`src/rtl/psc_trigger_multi.sv`:
```
// Multi-channel PSC trigger: synchronised EVR edge -> programmable delay, pulse width, holdoff.
// Define PSC_TRIG_MISS_CNT_EN to build the per-channel dropped-trigger counters.
module psc_trigger_multi #(
   parameter int N_CH        = 4,
   parameter int SYNC_STAGES = 2,
   parameter int DLY_W       = 16,
   parameter int WID_W       = 16,
   parameter int HOLDOFF     = 8
) (
   input  logic                  clk,
   input  logic                  reset,
   input  logic [N_CH-1:0]       enable,
   input  logic [N_CH-1:0]       evr_trigger,
   input  logic [N_CH*DLY_W-1:0] cfg_delay,
   input  logic [N_CH*WID_W-1:0] cfg_width,
   output logic [N_CH-1:0]       psc_output,
   output logic [N_CH-1:0]       busy,
   output logic [N_CH*8-1:0]     miss_count
);

   localparam int HO_W    = (HOLDOFF > 0) ? $clog2(HOLDOFF + 1) : 1;
   localparam int DW_MAX  = (DLY_W > WID_W) ? DLY_W : WID_W;
   localparam int CNT_W   = (DW_MAX > HO_W) ? DW_MAX : HO_W;

   typedef enum logic [1:0] {IDLE, DELAY, PULSE, HOLD} state_t;

   genvar i;
   for (i = 0; i < N_CH; i++) begin : g_ch
      logic [SYNC_STAGES-1:0] sync_q;
      logic [SYNC_STAGES-1:0] valid_q;
      logic                   sync_prev;
      logic                   seen_low;
      logic                   rise_q;
      state_t                 state;
      state_t                 next_state;
      logic [CNT_W-1:0]       cnt;
      logic [CNT_W-1:0]       next_cnt;
      logic [CNT_W-1:0]       w_lat;
      logic [CNT_W-1:0]       w_eff;
      logic [DLY_W-1:0]       d_in;
      logic [WID_W-1:0]       w_in;
      logic                   accept;
      logic                   out_q;
      logic                   busy_q;

      assign d_in   = cfg_delay[i*DLY_W +: DLY_W];
      assign w_in   = cfg_width[i*WID_W +: WID_W];
      assign w_eff  = (w_in == '0) ? CNT_W'(1) : CNT_W'(w_in);
      assign accept = (state == IDLE) && rise_q && enable[i];

      // seen_low blocks a fake edge from an input that was already high through reset
      always_ff @(posedge clk) begin
         if (reset) begin
            sync_q    <= '0;
            valid_q   <= '0;
            sync_prev <= 1'b0;
            seen_low  <= 1'b0;
            rise_q    <= 1'b0;
         end else begin
            sync_q    <= {sync_q[SYNC_STAGES-2:0], evr_trigger[i]};
            valid_q   <= {valid_q[SYNC_STAGES-2:0], 1'b1};
            sync_prev <= sync_q[SYNC_STAGES-1];
            seen_low  <= seen_low | (valid_q[SYNC_STAGES-1] & ~sync_q[SYNC_STAGES-1]);
            rise_q    <= sync_q[SYNC_STAGES-1] & ~sync_prev & seen_low;
         end
      end

      always_comb begin
         next_state = state;
         next_cnt   = cnt;
         case (state)
            IDLE: begin
               if (accept) begin
                  if (d_in != '0) begin
                     next_state = DELAY;
                     next_cnt   = CNT_W'(d_in);
                  end else begin
                     next_state = PULSE;
                     next_cnt   = w_eff;
                  end
               end
            end
            DELAY: begin
               if (cnt == CNT_W'(1)) begin
                  next_state = PULSE;
                  next_cnt   = w_lat;
               end else begin
                  next_cnt   = cnt - CNT_W'(1);
               end
            end
            PULSE: begin
               if (cnt == CNT_W'(1)) begin
                  if (HOLDOFF == 0) begin
                     next_state = IDLE;
                  end else begin
                     next_state = HOLD;
                     next_cnt   = CNT_W'(HOLDOFF);
                  end
               end else begin
                  next_cnt   = cnt - CNT_W'(1);
               end
            end
            HOLD: begin
               if (cnt == CNT_W'(1)) begin
                  next_state = IDLE;
               end else begin
                  next_cnt   = cnt - CNT_W'(1);
               end
            end
            default: next_state = IDLE;
         endcase
      end

      // Outputs are decoded from next_state so they are glitch-free flops aligned with state
      always_ff @(posedge clk) begin
         if (reset) begin
            state  <= IDLE;
            cnt    <= '0;
            w_lat  <= '0;
            out_q  <= 1'b0;
            busy_q <= 1'b0;
         end else begin
            state  <= next_state;
            cnt    <= next_cnt;
            if (accept) begin
               w_lat <= w_eff;
            end
            out_q  <= (next_state == PULSE);
            busy_q <= (next_state != IDLE);
         end
      end

      assign psc_output[i] = out_q;
      assign busy[i]       = busy_q;

`ifdef PSC_TRIG_MISS_CNT_EN
      logic       drop;
      logic [7:0] miss_q;

      assign drop = rise_q & enable[i] & (state != IDLE);

      always_ff @(posedge clk) begin
         if (reset) begin
            miss_q <= 8'h00;
         end else if (drop && (miss_q != 8'hFF)) begin
            miss_q <= miss_q + 8'd1;
         end
      end

      assign miss_count[i*8 +: 8] = miss_q;
`else
      assign miss_count[i*8 +: 8] = 8'h00;
`endif
   end

endmodule

```
`config.mk`:
```
export PLATFORM = sky130hd
export DESIGN_NAME = psc_trigger_multi
export DESIGN_NICKNAME = d
export VERILOG_FILES = /design/src/rtl/psc_trigger_multi.sv
export SDC_FILE = /design/constraint.sdc
export NUM_CORES = 1
export LEC_CHECK = 0
export BUFFER_PORTS_ARGS = -buffer_cell sky130_fd_sc_hd__buf_2
export CORE_UTILIZATION = 58
export CTS_CLUSTER_DIAMETER = 150
export DETAILED_ROUTE_END_ITERATION = 10
export PLACE_DENSITY_LB_ADDON = 0.12
export SETUP_SLACK_MARGIN = 0.2
export SYNTH_ARGS = -nofsm -noshare
export SYNTH_HDL_FRONTEND = slang
export SYNTH_SLANG_ARGS = --single-unit
```
`constraint.sdc`:
```
create_clock -name clk -period 4 [get_ports clk]
set_input_delay 0.8 -clock clk [delete_from_list [all_inputs] [get_ports clk]]
set_output_delay 0.8 -clock clk [all_outputs]
set_load 0.01 [all_outputs]
```
# Yosys cells after proc, flatten, opt, wreduce, memory -nomap -nowiden
# Cells that the tools add are included.
# word_totals
ff_bits,172
input_bits,138
output_inout_bits,40
wordCells,184
# op_classes
add_sub_neg,4
n_eq_ne,28
muxes,56
bitwise,24
n_reduce_logical,28
# op_table
cell,n
two-way mux 16 bit,24
case mux 16 bit (4 select lines),4
== test 16 x 1 -> 1 bit (second input constant),4
zero test 16 bit,4
nonzero test 16 bit,4
subtractor 16 x 1 -> 16 bit (second input constant),4
two-way mux 2 bit,20
case mux 2 bit (4 select lines),4
== test 2 bit (second input constant),12
inequality test 2 bit (second input constant),8
bitwise AND 1 bit,12
== test 2 x 1 -> 1 bit (second input constant),4
logical AND 1 bit,8
zero test 2 bit,4
inverter 1 bit,8
AND reduction 2 bit,4
nonzero test 2 bit,4
two-way mux 1 bit,4
OR 1 bit,4

# Longest topological paths before layout
# depth
depth_word,6
ltp_mapped,10
mapped_depth_nobuf,9

# Least setup slack after synthesis
# Ideal clock, no wire load.
# synth_path
path_kind,register to register
from,register g_ch[0].cnt[0]
to,register g_ch[0].cnt[15]
setup_time_ps,128
arrival_time_ps,2309
required_time_ps,3872
slack_ps,1563
stages_incl_launch_ff,8
n_path_buf,1
period_less_slack_ps,2437
path_cell_list,dfxtp_1 > ha_1 > or4b_1 > or4_4 > o31a_4 > buf_6 > a22oi_1 > o21ai_1
# synth_via
elab_chain_cells,3
elab_cells_between_ends,8
classes_between,add/sub (1); eq/ne (2); mux (4); reduce/logical (1)
# synth_lines
item,line,text
"start, declared",36,logic [CNT_W-1:0] cnt;
"start signal, assigned",124,cnt <= next_cnt;
subtractor 16 x 1 -> 16 bit or == test 16 x 1 -> 1 bit (tied branches),n/a,
two-way mux 16 bit (tied with other cells),104,if (cnt == CNT_W'(1)) begin
case mux 16 bit (4 select lines) or AND reduction 2 bit (tied branches),n/a,
# Several ways; a longest one is shown, not always the timed one. The select of a mux whose other input is x is not followed.
# A chain may end at the register's enable or synchronous reset.

# Final worst setup path
# layout_path
from,register g_ch[1].state[1]
to,register g_ch[1].cnt[10]
# layout_via
elab_chain_cells,5
elab_cells_between_ends,10
classes_between,eq/ne (5); mux (1); reduce/logical (4)
# layout_lines
item,line,text
"start, declared",34,state_t state;
"start signal, assigned",123,state <= next_state;
zero test 2 bit,"49, 71",
logical AND 1 bit (2 in a row),49,assign accept = (state == IDLE) && rise_q && enable[i];
inequality test 2 bit (no line),n/a,
AND reduction 2 bit (no line),n/a,
"end signal, assigned",124,
"end, declared",36,
# Several ways; a longest one is shown, not always the timed one.

==> impl_metrics.prom <==
# TYPE chip_impl_metric gauge
chip_impl_metric{name="routed-via-count",unit=""} 9343
chip_impl_metric{name="total_of_hold_buffers_inserted_after_clock_tree_synthesis",unit=""} 0
chip_impl_info{name="setup_repair_after_global_routing_missed_its_margin",value="false"} 1
chip_impl_info{name="synth_top_cells_by_count",value="174 x nand2_1, 166 x dfxtp_1, 156 x a21oi_1, 101 x nor2_1, 57 x clkbuf_1"} 1
chip_impl_info{name="cts_root_buf",value="clkbuf_16"} 1
chip_impl_metric{name="cp_max_fo",unit=""} 21
chip_impl_info{name="reg2reg_to",value="g_ch[1].cnt[10]"} 1
chip_impl_metric{name="cts-htree-levels",unit=""} 4
chip_impl_metric{name="max_clock_freq",unit="MHz"} 338
chip_impl_metric{name="clk-insertion-delay-late",unit="ps"} 440
chip_impl_metric{name="postRouteAntennaNets",unit=""} 0
chip_impl_metric{name="clock_skew",unit="ps"} 10.1
chip_impl_info{name="cts_tree",value="built"} 1
chip_impl_metric{name="clk_pin_slew",unit="ps"} 60
chip_impl_metric{name="chipHeight",unit="um"} 128
chip_impl_metric{name="grt_start_max_net_pins",unit=""} 128
chip_impl_metric{name="post-cts-setup-buffer-count",unit=""} 0
chip_impl_metric{name="remaining_drc_errors",unit=""} 0
chip_impl_metric{name="core_area",unit="um^2"} 15300
chip_impl_metric{name="synth_area_per_cell",unit="um^2"} 7.63
chip_impl_metric{name="setup-violations-final",unit=""} 0
chip_impl_info{name="holdCritStartpoint",value="g_ch[0].sync_prev"} 1
chip_impl_metric{name="worst_slew_pin_slew",unit="ps"} 1210
chip_impl_metric{name="diodes",unit=""} 0
chip_impl_metric{name="number_of_stages_on_the_worst_hold_path",unit=""} 1
chip_impl_metric{name="die-width",unit="um"} 128
chip_impl_metric{name="die_area",unit="um^2"} 16300
chip_impl_metric{name="p_switching",unit="uW"} 928
chip_impl_metric{name="cts-resized-gates",unit=""} 0
chip_impl_info{name="critical_path.endpoint_type",value="register"} 1
chip_impl_metric{name="synth_sequential_area_ratio",unit=""} 0.363
chip_impl_metric{name="final-max-slew-violation-count",unit=""} 0
chip_impl_metric{name="reg2regPathDepth",unit=""} 7
chip_impl_metric{name="dr.first_iter.drc_count",unit=""} 1083
chip_impl_metric{name="power.clock.fraction",unit=""} 0.431
chip_impl_metric{name="globalRoute.totalOverflow",unit=""} 0
chip_impl_metric{name="ys_async_sr_fraction",unit=""} 0
chip_impl_metric{name="post-layout-total-power",unit="mW"} 3.59
chip_impl_info{name="yosys.area.top_type",value="dfxtp_1"} 1
chip_impl_info{name="hold_path_end",value="g_ch[0].rise_q"} 1
chip_impl_info{name="most_frequent_cell_on_the_critical_path",value="o21ai_0"} 1
chip_impl_metric{name="cp.required",unit="ps"} 4360
chip_impl_info{name="cp_slowest_cell",value="a31oi_1"} 1
chip_impl_info{name="hold_path.class",value="reg2reg"} 1
chip_impl_metric{name="grt_pass1_vias",unit=""} 8420
chip_impl_metric{name="period_needed",unit="ps"} 2950
chip_impl_metric{name="synthesis.area",unit="um^2"} 9150
chip_impl_metric{name="final_layout_size_suffix_gt1_frac",unit=""} 0.152
chip_impl_metric{name="final.setup.tns",unit="ps"} 0
chip_impl_metric{name="first_pass_iters",unit=""} 8
chip_impl_metric{name="timing.slew.headroom",unit=""} 0.193
chip_impl_metric{name="post-dp-hpwl",unit="um"} 18200
chip_impl_metric{name="worst_hold_slack",unit="ps"} 397
chip_impl_metric{name="grt_pass1_wl",unit="um"} 41300
chip_impl_metric{name="yosysTopAreaCellShare",unit=""} 0.363
chip_impl_metric{name="avgViaCountPerCell",unit=""} 6.16
chip_impl_info{name="critical_path.cell_chain",value="or2_2, a21oi_1, a31oi_1, nand2_1, inv_1, o21ai_0, o21ai_0"} 1
chip_impl_metric{name="num-nets-final",unit=""} 1438
chip_impl_info{name="postSynth.topFlopCell",value="dfxtp_1"} 1
chip_impl_info{name="yosys-top-cells-area",value="dfxtp_1 36%, a21oi_1 8.5%, nand2_1 7.1%"} 1
chip_impl_info{name="yosysMostFrequentCell",value="nand2_1"} 1
chip_impl_metric{name="logic_pwr_share",unit=""} 0.099
chip_impl_metric{name="p_leak",unit="nW"} 3.90
chip_impl_metric{name="hold_viol_final",unit=""} 0
chip_impl_metric{name="yosysWarningCount",unit=""} 0
chip_impl_metric{name="cts_buffers",unit=""} 17
chip_impl_info{name="setup.worst_path.class",value="reg2reg"} 1
chip_impl_metric{name="clk_path_buf_depth",unit=""} 2
chip_impl_metric{name="power-per-cell-area",unit="nW/um^2"} 349
chip_impl_metric{name="flow.area_growth_from_synthesis",unit="%"} 12.4
chip_impl_metric{name="synth-seq-cells",unit=""} 166
chip_impl_metric{name="antenna_found_initial",unit=""} 0
chip_impl_metric{name="finalCritPeriodShare",unit=""} 0.739
chip_impl_metric{name="max_stage_delay",unit="ps"} 870
chip_impl_metric{name="reg2reg_slack",unit="ps"} 1050
chip_impl_info{name="worst_setup_path_start_kind",value="register"} 1
chip_impl_info{name="run_status",value="complete, no violations"} 1
chip_impl_metric{name="post-route-util",unit=""} 0.672
chip_impl_metric{name="cts_sinks",unit=""} 166
chip_impl_info{name="crit_path_start",value="g_ch[1].state[1]"} 1
chip_impl_metric{name="internal_power",unit="mW"} 2.66
chip_impl_metric{name="number_of_synthesized_flops_with_an_enable_pin",unit=""} 0
chip_impl_metric{name="routed_wirelength",unit="um"} 25300
chip_impl_metric{name="rows",unit=""} 45
chip_impl_metric{name="floorplan.initialDensity",unit=""} 0.598
chip_impl_info{name="regToRegStartpoint",value="g_ch[1].state[1]"} 1
chip_impl_metric{name="globalplace.congestion",unit=""} 0.935
chip_impl_metric{name="wire_per_inst",unit="um"} 16.7
chip_impl_metric{name="synthCells",unit=""} 1200
chip_impl_metric{name="top_level_ports",unit=""} 178
chip_impl_metric{name="crit_arrival",unit="ps"} 3310
chip_impl_metric{name="yosysUniqueCellTypes",unit=""} 76
chip_impl_metric{name="sw_frac_of_total",unit=""} 0.258
chip_impl_metric{name="seqPwrFrac",unit=""} 0.470
chip_impl_metric{name="drv_cap",unit=""} 0
chip_impl_metric{name="groute.usage.overall",unit=""} 0.314
chip_impl_metric{name="place.port_buffers",unit=""} 145
chip_impl_metric{name="irDropWorstVdd",unit="mV"} 0.317
[cells by family (layout without fill, tap and decap cells)]
family / after synthesis / after routing / synth area share
AOI/OAI and AO/OA: 383 / 383 / 0.269
xor gates and xnor gates: 20 / 20 / 0.0191
adders and majority gates: 14 / 14 / 0.0176
buffers and inverters: 137 / 211 / 0.0751
DFF: 166 / 166 / 0.363
muxes: 2 / 2 / 0.00219
other: 1 / 32 / 0.000410
and+or+nand+nor: 477 / 477 / 0.254
[layer usage]
layer  GRT usage  up-vias  part of all wire
met5           0        -                 0
li1            -     4557                 -
met3      0.0549       54             0.073
met1       0.430     4287              0.45
met2       0.500      445              0.46
met4       0.109        0             0.020
[power groups by stage]
stage / combinational [mW] / sequential [mW] / clock [mW]
floorplan: 0.226 / 1.72 / 0
global placement: 0.346 / 1.73 / 0
detailed placement: 0.345 / 1.73 / 0
CTS: 0.348 / 1.69 / 1.56
global route: 0.390 / 1.69 / 1.63
finish: 0.355 / 1.69 / 1.55
[layout make-up]
type / count / area [um^2]
inverter: 30 / 113
timing repair buffer: 149 / 771
sequential: 166 / 3320
multi-input combinational: 928 / 5260
fill: 1389 / 5030
tap: 211 / 264
clock buffer: 21 / 470
clock inverter: 11 / 87.6
[state kept, by name (all words and copies together) (netlist names)]
name	cells
g_ch.valid_q	2
g_ch.busy_q	4
g_ch.cnt	64
g_ch.sync_prev	4
g_ch.rise_q	4
g_ch.sync_q	8
g_ch.state	8
g_ch.out_q	4
g_ch.w_lat	64
g_ch.seen_low	4
[stage by stage]
| stage | instances | area [um^2] | setup slack [ps] |
|---|---|---|---|
| after floorplan | 1231 | 9270 | 1560 |
| after CTS | 1516 | 10300 | 1170 |
| after global placement | 1484 | 9730 | 1250 |
| final | 1516 | 10300 | 1050 |
| after detailed placement | 1484 | 9730 | 1170 |
| after global routing | 1516 | 10300 | 883 |
[worst max-delay path, delay by kind of cell (launching register included)]
kind,cells,cell delay [ps]
compound gates,4,1220
simple gates,2,910
flops,1,570
buf+inv,1,190
[worst max path at each step]
stage | to | slack, ps | cells after the start
after floorplan | g_ch[0].cnt[15] | 1560 | 7
after global placement | g_ch[0].cnt[6] | 1250 | 6
after detailed placement | g_ch[0].cnt[6] | 1170 | 6
after CTS | g_ch[0].cnt[6] | 1170 | 6
after global routing | g_ch[1].cnt[10] | 880 | 7
final | g_ch[1].cnt[10] | 1050 | 7
[layout by cell type (no fill, tap or decap), types with 9 or more instances in the layout]
cell	n
conb_1	32
a32o_1	14
nor2b_1	13
inv_1	28
a211oi_1	15
nor3_1	41
dfxtp_1	166
nand2_1	174
buf_2	144
xnor2_1	12
o21ai_0	53
nor4b_1	9
nor2_1	101
nand3_1	26
o22ai_1	25
or3_1	11
a221oi_1	14
clkbuf_16	17
a31oi_1	15
a21oi_1	156
nor4_1	48
(Power assumes the default switching activity.)
